**src/rtl/btn_debounce_multi.sv**
```systemverilog
// Multi-channel button conditioner: 2-FF synchroniser, shared sample-tick prescaler,
// per-channel hysteresis debounce and a press/hold FSM emitting press, release, long and repeat pulses.
module btn_debounce_multi #(
    parameter int unsigned N_BTN        = 5,
    parameter int unsigned TICK_DIV     = 100_000,
    parameter int unsigned SAMPLES      = 8,
    parameter int unsigned LONG_TICKS   = 1000,
    parameter int unsigned REPEAT_TICKS = 200
) (
    input  logic             clk,
    input  logic             reset,
    input  logic [N_BTN-1:0] i_btn,
    output logic [N_BTN-1:0] o_level,
    output logic [N_BTN-1:0] o_press,
    output logic [N_BTN-1:0] o_release,
    output logic [N_BTN-1:0] o_long,
    output logic [N_BTN-1:0] o_repeat
);

    localparam int unsigned HOLD_MAX = (LONG_TICKS > REPEAT_TICKS) ? LONG_TICKS : REPEAT_TICKS;
    localparam int unsigned HOLD_W   = $clog2(HOLD_MAX + 1);
    localparam int unsigned DIV_W    = $clog2(TICK_DIV);

    typedef enum logic [1:0] {
        ST_IDLE   = 2'd0,
        ST_HELD   = 2'd1,
        ST_REPEAT = 2'd2
    } state_t;

    logic [N_BTN-1:0] sync1_q;
    logic [N_BTN-1:0] sync2_q;
    logic [DIV_W-1:0] div_q;
    logic [DIV_W-1:0] div_d;
    logic             tick;

    always_comb begin
        tick  = (div_q == DIV_W'(TICK_DIV - 1));
        div_d = tick ? '0 : div_q + DIV_W'(1);
    end

    always_ff @(posedge clk) begin
        if (reset) begin
            sync1_q <= '0;
            sync2_q <= '0;
            div_q   <= '0;
        end else begin
            sync1_q <= i_btn;
            sync2_q <= sync1_q;
            div_q   <= div_d;
        end
    end

    for (genvar i = 0; i < N_BTN; i++) begin : g_ch
        logic [SAMPLES-1:0] shift_q;
        logic [SAMPLES-1:0] shift_d;
        logic               level_q;
        logic               level_d;
        state_t             state_q;
        state_t             state_d;
        logic [HOLD_W-1:0]  hold_q;
        logic [HOLD_W-1:0]  hold_d;
        logic [HOLD_W-1:0]  hold_inc;
        logic               long_q;
        logic               long_d;
        logic               rep_q;
        logic               rep_d;
        logic               press_q;
        logic               release_q;
        logic               rise;
        logic               fall;

        // Level only moves on a full run of equal samples; mixed history holds it.
        always_comb begin
            shift_d = shift_q;
            level_d = level_q;
            if (tick) begin
                shift_d = {shift_q[SAMPLES-2:0], sync2_q[i]};
                if (&shift_d) begin
                    level_d = 1'b1;
                end else if (~|shift_d) begin
                    level_d = 1'b0;
                end
            end
        end

        assign rise     = level_d & ~level_q;
        assign fall     = ~level_d & level_q;
        assign hold_inc = hold_q + HOLD_W'(1);

        always_comb begin
            state_d = state_q;
            hold_d  = hold_q;
            long_d  = 1'b0;
            rep_d   = 1'b0;
            case (state_q)
                ST_IDLE: begin
                    if (rise) begin
                        state_d = ST_HELD;
                        hold_d  = '0;
                    end
                end
                ST_HELD: begin
                    if (fall) begin
                        state_d = ST_IDLE;
                        hold_d  = '0;
                    end else if (tick) begin
                        if (hold_inc == HOLD_W'(LONG_TICKS)) begin
                            long_d  = 1'b1;
                            hold_d  = '0;
                            state_d = ST_REPEAT;
                        end else begin
                            hold_d = hold_inc;
                        end
                    end
                end
                ST_REPEAT: begin
                    if (fall) begin
                        state_d = ST_IDLE;
                        hold_d  = '0;
                    end else if (tick && (REPEAT_TICKS != 0)) begin
                        if (hold_inc == HOLD_W'(REPEAT_TICKS)) begin
                            rep_d  = 1'b1;
                            hold_d = '0;
                        end else begin
                            hold_d = hold_inc;
                        end
                    end
                end
                default: begin
                    state_d = ST_IDLE;
                    hold_d  = '0;
                end
            endcase
        end

        // Pulses are registered alongside the level so they share its clock cycle.
        always_ff @(posedge clk) begin
            if (reset) begin
                shift_q   <= '0;
                level_q   <= 1'b0;
                state_q   <= ST_IDLE;
                hold_q    <= '0;
                press_q   <= 1'b0;
                release_q <= 1'b0;
                long_q    <= 1'b0;
                rep_q     <= 1'b0;
            end else begin
                shift_q   <= shift_d;
                level_q   <= level_d;
                state_q   <= state_d;
                hold_q    <= hold_d;
                press_q   <= rise;
                release_q <= fall;
                long_q    <= long_d;
                rep_q     <= rep_d;
            end
        end

        assign o_level[i]   = level_q;
        assign o_press[i]   = press_q;
        assign o_release[i] = release_q;
        assign o_long[i]    = long_q;
        assign o_repeat[i]  = rep_q;
    end

endmodule
```
**config.mk**
```make
export PLATFORM = sky130hd
export DESIGN_NAME = btn_debounce_multi
export DESIGN_NICKNAME = d
export VERILOG_FILES = /design/src/rtl/btn_debounce_multi.sv
export SDC_FILE = /design/constraint.sdc
export NUM_CORES = 1
export LEC_CHECK = 0
export CELL_PAD_IN_SITES_DETAIL_PLACEMENT = 1
export CELL_PAD_IN_SITES_GLOBAL_PLACEMENT = 1
export CORE_UTILIZATION = 48
export DETAILED_ROUTE_END_ITERATION = 7
export DONT_BUFFER_PORTS = 1
export GPL_TIMING_DRIVEN = 0
export PLACE_DENSITY = 0.78
export SLEW_MARGIN = 40
export SYNTH_ARGS = -nofsm -noshare
export SYNTH_HDL_FRONTEND = slang
export SYNTH_SLANG_ARGS = --single-unit
```
**constraint.sdc**
```tcl
create_clock -name clk -period 3.5 [get_ports clk]
set_input_delay 0.35 -clock clk [delete_from_list [all_inputs] [get_ports clk]]
set_output_delay 0.35 -clock clk [all_outputs]
set_load 0.01 [all_outputs]
```
==> results of run 1 <==
## layout make-up
cell class / instances / area (um2)
Tap cell: 184 / 230
Fill cell: 1780 / 6550
Multi-Input combinational cell: 678 / 4000
Sequential cell: 147 / 2940
Clock buffer: 19 / 443
Buffer: 55 / 309
Clock inverter: 13 / 148
Inverter: 22 / 82.6
## critical path, cell delays in order, from the launching register on
cell and delay (ps):
dfxtp_1 370, ha_1 250, and4_1 210, clkbuf_1 240, nand4_1 400, o21ai_0 500
a21oi_1 110, o21ai_1 490, or4_1 300, o21ai_0 120
## metrics by stage
stage / setup WS [ps] / area [um2]
after floorplan: 1090 / 7330
after global placement: 580 / 7560
after detailed placement: 465 / 7560
after CTS: 453 / 8150
after global routing: 182 / 8150
final: 382 / 8150
## path summary, 6_finish.rpt
kind,slack (ps),from,depth (start not counted),to
setup / recovery,380,div_q[0],9,g_ch[4].hold_q[4]
hold / removal,60,i_btn[4],1,sync1_q[4]
setup reg to reg,380,div_q[0],9,g_ch[4].hold_q[4]
hold reg to reg,440,sync1_q[0],1,sync2_q[0]
## sequential cells by signal (all words and copies together) (netlist names)
name,cells
g_ch.rep_q,5
sync2_q,5
div_q,17
g_ch.release_q,5
g_ch.state_q,10
g_ch.long_q,5
sync1_q,5
g_ch.shift_q,35
g_ch.hold_q,50
g_ch.level_q,5
g_ch.press_q,5
## power groups by stage
stage	Sequential [mW]	Combinational, mW	Clock [mW]
floorplan	1.75	0.229	0
global placement	1.75	0.287	0
detailed placement	1.75	0.307	0
CTS	1.71	0.309	1.87
global route	1.72	0.344	1.93
finish	1.71	0.309	1.83
## placed cells by master, fill, tap and decap left out, drive strengths merged, types with 11 or more instances in the layout
master,count
xor2,18
nor3,26
nor2b,14
buf,29
nor4,18
ha,21
or3,16
nand2b,13
a31oi,13
inv,27
a21oi,64
nand2,147
nor2,67
nand4,23
dfxtp,147
nand3,44
xnor2,11
clkbuf,45
o21ai,49
## cell families (layout without fill, tap and decap cells)
family	Yosys count	after routing	share of synthesized area (%)
adder cells (fa/ha/maj)	21	21	3.59
multiplexers	11	11	1.54
AO/OA/AOI/OAI	182	182	15.5
buffers and inverters	77	109	5.34
flip-flops	147	147	40.2
AND/OR/NAND/NOR	435	435	30.4
XOR/XNOR	29	29	3.47
## metal layers
layer	share of wire [%]	up-vias	wire length, um
met2	50	99	9980
met3	3.7	26	735
li1	-	3232	-
met5	0	-	0
met4	1.5	0	293
met1	44	3243	8790
==> results.cfg, run 1 <==
[drt]
vias = 6600
ant_nets = 0
wl_per_cell_um = 17.7
drt-pass1-iter-count = 6
drt_drc_violations_left = 3
drt_iter0_markers = 329
vias_per_cell = 5.90
wirelength_um = 19800

[floorplanning]
coreArea_um2 = 14700
rows = 44
dieArea_um2 = 15800
die_x_um = 126
die_h_um = 126
start_util_pct = 49.8
ios = 32

[global_routing]
grtUsageMet1_pct = 31.7
grt_pass1_wl_um = 33800
grtUsageMet3_pct = 5.78
track_usage_pct = 26.6
grt_max_degree = 17
met2_usage_pct = 47.0
antenna_found_initial = 0
overflow = 0
first_global_vias = 6944
top_usage_layer = met2

[sta]
period_share_pct = 89.1
rsz0062_at_grt = no
slew_viol_final = 0
setup_tns_ps = 0
fin_crit_ps = 3120
worst_pin_slew_ps = 707
whs_ps = 56.5
setup_viol = 0
hold_violations = 0
clock_skew_ps = 14.0
slew_headroom_pct = 52.7
fmax_mhz = 321

[placement]
dp.cells = 1086
buffer_ports.inserted = 0
dp_hpwl_um = 14400
gp_congestion = 0.875

[yosys]
synth_cells = 902
async_flop_share_pct = 0
synth.largest_area_cell = dfxtp_1
synth_commonest_cells = dfxtp_1, nand2_1, nor2_1, a21oi_1, nand3_1
syn_area_um2 = 7330
synth-warning-count = 0
synth_cell_types = 65
syn_area_per_cell_um2 = 8.12
synth_edf_count = 0
synth_top_area_share_pct = 40.2
ys_seq_area_share_pct = 40.2
ys.flop_type = dfxtp_1
synth_seq_cells = 147
synth.area.top_cells = dfxtp_1, nand2_1, a21oi_1
syn_nets = 930

[cells_and_area]
nets = 949
fin_util_pct = 55.5
drive_gt1_share_pct = 8.14
syn2layout_area_growth_pct = 11.3
diodes = 0
final_cell_count_no_fill = 1118

[power_and_ir_drop]
p_per_area_nw_per_um2 = 472
intPower_mw = 2.88
p_leak_nw = 2.75
p_clk_share_pct = 47.4
peakVddDrop_uv = 348
p_sw_mw = 0.968
power_mw = 3.85
seqPwrFrac_pct = 44.5
power_frac_comb_pct = 8.0
p_sw_share_pct = 25.2

[setup_path]
cp.required_ps = 3810
cp_max_fo = 8
startpoint_type = flip-flop
crit_arrival_ps = 3430
critPathKind = reg2reg
critPathCaptureType = flip-flop

[clocking]
clock_sinks = 147
insertion_delay_ps = 430
clockBufferDepth = 2
cts_setup_buffers = 0
cts-root-buf = clkbuf_16
hold_buffers = 0
clk_pin_slew_ps = 60
cts_tree = yes
cts_buffers = 17
htree_num_levels = 4
post_cts_resized = 0

[worst_hold_path]
hp-class = in2reg

[run_status]
outcome = finished, violations left
violations = design-rule violations

[job]
drv_cap = 0
(Power assumes the default switching activity.)
==> run 2: changes to the inputs <==
Settings changed: CELL_PAD_IN_SITES_DETAIL_PLACEMENT 1 to not set, CELL_PAD_IN_SITES_GLOBAL_PLACEMENT 1 to not set, CORE_UTILIZATION 48 to 64, PLACE_DENSITY 0.78 to 0.79.
==> run 2 against run 1 <==
Effect of this change:
- the flow now finishes without violations
- wire length down 15%
- total power down 3.7%
- worst hold slack worse by 3.6 ps
- clock skew down 4.3 ps
- setup slack better by 190 ps
- cell count down 3.9%
- first-iteration DRC count up 59%
- via count down 0.32%
- combinational power down 3%
- non-clock buffer count unchanged
- register-to-register slack better by 190 ps
- critical path depth down 1
- critical path type unchanged
- critical endpoint is now g_ch[4].hold_q[3]
- largest power group is now sequential cells
==> results.cfg, run 2 (synthesis gave the netlist of run 1 again) <==
[power_and_ir_drop]
p_sw_share_pct = 25.1
peakVddDrop_uv = 357
intPower_mw = 2.77
p_leak_nw = 2.72
p_clk_share_pct = 45.6
p_per_area_nw_per_um2 = 460
p_sw_mw = 0.931
seqPwrFrac_pct = 46.3
power_mw = 3.71
power_frac_comb_pct = 8.1

[setup_path]
max_stage_delay_ps = 680
critPathKind = reg2reg
worstPathCellList = ha_1, and4_1, clkbuf_1, and4_1, clkbuf_1, o21ai_1, or4_1, o31ai_1
cp_max_fo = 9
crit_arrival_ps = 3270
cp.required_ps = 3840
startpoint_type = flip-flop
critPathCaptureType = flip-flop
critPathSlowestCell = or4_1

[cells_and_area]
seqCellArea_um2 = 2940
nets = 949
fin_util_pct = 73.3
syn2layout_area_growth_pct = 9.92
drive_gt1_share_pct = 8.03
top_register = g_ch.hold_q
largest_reg_flops = 50
multi_input_area_um2 = 4000
diodes = 0
final_cell_count_no_fill = 1074
reg.largest.list = g_ch.hold_q x50, g_ch.shift_q x35, div_q x17
fillers = 841
mostFrequentLayoutCells = nand2_1, dfxtp_1, nor2_1, a21oi_1, nand3_1

[clocking]
cts_tree = yes
insertion_delay_ps = 430
htree_num_levels = 4
clock_sinks = 147
cts_buffers = 17
hold_buffers = 0
clockBufferDepth = 2
clk_pin_slew_ps = 60
cts-root-buf = clkbuf_16
cts_setup_buffers = 0
post_cts_resized = 0

[drt]
vias = 6579
vias_per_cell = 6.13
drt_iter0_markers = 523
drt_drc_violations_left = 0
wl_per_cell_um = 15.6
drt-pass1-iter-count = 5
wirelength_um = 16800
ant_nets = 0

[job]
drv_cap = 0

[sta]
setup_tns_ps = 0
setup_viol = 0
hold_violations = 0
slew_headroom_pct = 49.6
clock_skew_ps = 9.73
rsz0062_at_grt = no
worst_pin_slew_ps = 749
fmax_mhz = 341
fin_crit_ps = 2930
period_share_pct = 83.8
whs_ps = 53.0
slew_viol_final = 0

[floorplanning]
dieArea_um2 = 11900
rows = 38
start_util_pct = 66.7
die_h_um = 109
coreArea_um2 = 11000
die_x_um = 109
ios = 32

[global_routing]
grt_max_degree = 17
antenna_found_initial = 0
track_usage_pct = 29.7
first_global_vias = 6124
overflow = 0
grt_pass1_wl_um = 27500

[run_status]
outcome = complete, no violations

[placement]
dp.cells = 1042
dp_hpwl_um = 11900
buffer_ports.inserted = 0
gp_congestion = 0.880

[worst_hold_path]
hp-class = in2reg
run 2: cell count changes in the layout (fill, tap and decap cells not counted), sizes merged:
cell,before,now
bufinv,2,1
clkinv,3,5
clkinvlp,3,6
inv,27,23
run 2: path summary, 6_finish.rpt:
path / start / end / slack [ps] / depth (start not counted)
setup / recovery: div_q[0] / g_ch[4].hold_q[3] / 570 / 8
hold / removal: i_btn[1] / sync1_q[1] / 50 / 1
setup reg to reg: div_q[0] / g_ch[4].hold_q[3] / 570 / 8
hold reg to reg: sync1_q[4] / sync2_q[4] / 440 / 1
run 2: critical path: cells and delay by family (launching register included):
family          cells  cell delay, ps
flops               1             370
fa+ha+maj           1             240
buf+inv             2             580
simple gates        3            1110
compound gates      2             550
run 2: routing by layer:
metal	track usage (%)	part of all wire, %
met1	36.0	44
met2	49.5	49
met3	8.01	5.2
met4	12.7	2.0
met5	0	0
run 2: cell type report:
class                   count  share of cell area (%)
plain buffers              55                    3.84
clock buffers              19                    5.38
clock inverters            13                    1.40
inverters                  22                    1.03
multi-input cells         678                    49.7
flip-flops and latches    147                    36.5
well taps                 140                    2.17
run 2: metrics by stage:
stage               area, um2  setup WS (ps)
detailed placement       7500            621
global placement         7500            654
CTS                      8050            595
global route             8050            265
finish                   8050            568
floorplan                7330           1090
run 2: power by group through the flow:
| stage | Combinational (mW) | Sequential, mW | Clock, mW |
|---|---|---|---|
| 5_1_grt | 0.333 | 1.72 | 1.78 |
| 3_3_place_gp | 0.278 | 1.75 | 0 |
| 2_1_floorplan | 0.229 | 1.75 | 0 |
| 6_report | 0.299 | 1.71 | 1.69 |
| 4_1_cts | 0.294 | 1.71 | 1.70 |
| 3_5_place_dp | 0.292 | 1.75 | 0 |
==> run 3: changes to the inputs <==
Settings changed: ABC_AREA set to 1.
Clock period 3.5 ns to 3 ns, I/O delays scaled along.
==> run 3 against run 2 <==
Effect of this change:
- non-clock buffer count up 5
- area after synthesis is 9.8% higher
- global-route usage decreased by 0.51 points
- critical path depth is 1 higher
- clock skew shrank 2.9 ps
- clock-buffer cell count rose by 5
- flip-flop and latch count unchanged
- sequential share of layout area down 3.4 points
- wire length rose by 8.4%
- worst hold slack better by 360 ps
- sequential power up 15%
- cell area rose by 10%
==> results.cfg, run 3 <==
[placement]
gp_congestion = 0.936
preCtsSetupSlack_ps = 783
dp_hpwl_um = 12800
buffer_ports.inserted = 0

[floorplanning]
die_h_um = 114
dieArea_um2 = 13000
ios = 32
rows = 40
coreArea_um2 = 12100
die_x_um = 114
start_util_pct = 66.4

[sta]
setup_tns_ps = 0
worst_pin_slew_ps = 816
setup_viol = 0
period_share_pct = 75.5
fin_crit_ps = 2260
whs_ps = 410
hold_violations = 0
worst_slack_ps = 736
fmax_mhz = 442
rsz0062_at_grt = no
clock_skew_ps = 6.86
slew_viol_final = 0
slew_headroom_pct = 45.6

[cells_and_area]
mostFrequentLayoutCell = nand2_1
largest_reg_flops = 50
drive_gt1_share_pct = 10.6
mostFrequentLayoutCells = nand2_1, nor2_1, inv_1, dfxtp_1, nand3_1
diodes = 0
nets = 1234
reg.largest.list = g_ch.hold_q x50, g_ch.shift_q x35, div_q x17
syn2layout_area_growth_pct = 10.5
top_register = g_ch.hold_q

[yosys]
synth.largest_area_cell = dfxtp_1
syn_area_per_cell_um2 = 6.80
synth.area.top_cells = dfxtp_1, nand2_1, nor2_1
async_flop_share_pct = 0
ys.flop_type = dfxtp_1
synth_edf_count = 0
synth_cells = 1182
synth_cell_types = 45
synth_seq_cells = 147
yosysMostFrequentCell = nand2_1
synth_commonest_cells = nand2_1, nor2_1, dfxtp_1, inv_1, nand3_1
syn_area_um2 = 8040
ys_seq_area_share_pct = 36.6
synth-warning-count = 0
synth_top_area_share_pct = 36.6
syn_nets = 1210

[run_status]
outcome = complete, no violations

[setup_path]
crit_family = simple AND/OR/NAND/NOR gates
rrSetupSlack_ps = 740
timing.rr.start = div_q[0]
cp_max_fo = 10
worstPathCellList = ha_1, nand3_4, nor3_4, nand4_1, a21boi_2, nand2_1, buf_2, o21ai_1, a21oi_1
critPathKind = reg2reg
critPathSlowestCell = dfxtp_1
startpoint_type = flip-flop
max_stage_delay_ps = 360
critPathCaptureType = flip-flop
cp-startpoint = div_q[0]
crit_arrival_ps = 2580
cp.required_ps = 3320
worst-path-buf-inv = 1

[global_routing]
first_global_vias = 6528
grt_max_degree = 17
antenna_found_initial = 0
track_usage_pct = 29.2
grt_pass1_wl_um = 29900
overflow = 0

[clocking]
hold_buffers = 5
clock_sinks = 147
post_cts_resized = 0
cts_setup_buffers = 0
htree_num_levels = 4
clk_pin_slew_ps = 60
cts_buffers = 17
cts-root-buf = clkbuf_16
insertion_delay_ps = 430
clockBufferDepth = 2
cts_tree = yes

[drt]
wl_per_cell_um = 13.1
vias = 7406
drt_iter0_markers = 589
wirelength_um = 18200
drt_drc_violations_left = 0
vias_per_cell = 5.34
drt-pass1-iter-count = 7
ant_nets = 0

[power_and_ir_drop]
p_leak_nw = 3.47
peakVddDrop_uv = 392
p_per_area_nw_per_um2 = 475

[job]
drv_cap = 0

[worst_hold_path]
hp-class = reg2reg
hold_start = sync1_q[2]
-- run 3: changes by cell type in the layout (fill, tap and decap cells not counted), moves of 15 or more --
cell,delta
nand2_1,+148
inv_1,+125
nor2_1,+95
nand3_1,+42
o22ai_1,+26
o21ai_0,-19
or3_1,-16
nand2_2,+15
-- run 3: path summary, 6_finish.rpt --
kind	depth (start not counted)	to
min reg2reg	2	sync2_q[2]
max	9	g_ch[4].hold_q[0]
max reg2reg	9	g_ch[4].hold_q[0]
min	2	sync2_q[2]
-- run 3: layer usage --
| metal | up-vias | routed length [um] | global-route usage, % |
|---|---|---|---|
| li1 | 3830 | - | - |
| met3 | 34 | 1020 | 6.19 |
| met5 | - | 0 | 0 |
| met1 | 3361 | 8440 | 38.2 |
| met4 | 0 | 350 | 10.1 |
| met2 | 181 | 8360 | 47.9 |
-- run 3: final cells by class --
cell class / count / area [um2]
buffer: 55 / 347
clock buffer: 24 / 512
clock inverter: 8 / 73.8
fill: 999 / 3220
inverter: 156 / 588
multi-input combinational: 824 / 4160
sequential: 147 / 2940
tap: 168 / 210
timing repair buffer: 5 / 50.0
-- run 3: report_power, final --
part	internal, mW	switching, mW	total (mW)
combinational	0.0466	0.125	0.171
sequential	1.97	0.00820	1.97
clock	1.27	0.808	2.07
-- run 3: logic make-up after synthesis --
logic type                 after synthesis  share of synthesized area [%]
and+or+nand+nor                        663                           38.4
buffers and inverters                  211                           11.6
DFF                                    147                           36.6
AOI/OAI and AO/OA                      128                           8.76
adders and majority gates               21                           3.27
xor gates and xnor gates                12                           1.31
-- run 3: stage by stage --
step	util [%]	area [um2]	cells	power (mW)
floorplan	-	8040	1182	2.13
global placement	68.1	8250	1350	2.18
detailed placement	68.1	8250	1350	2.18
CTS	73.4	8890	1387	4.23
global route	73.4	8890	1387	4.34
finish	73.4	8890	1387	4.22
-- run 3: worst reg2reg max path, stage by stage, from the launching register on --
cell and delay (ps):
dfxtp_1 360, ha_1 240, nand3_4 130, nor3_4 250, nand4_1 300, a21boi_2 270, nand2_1 160, buf_2 240
o21ai_1 140, a21oi_1 50
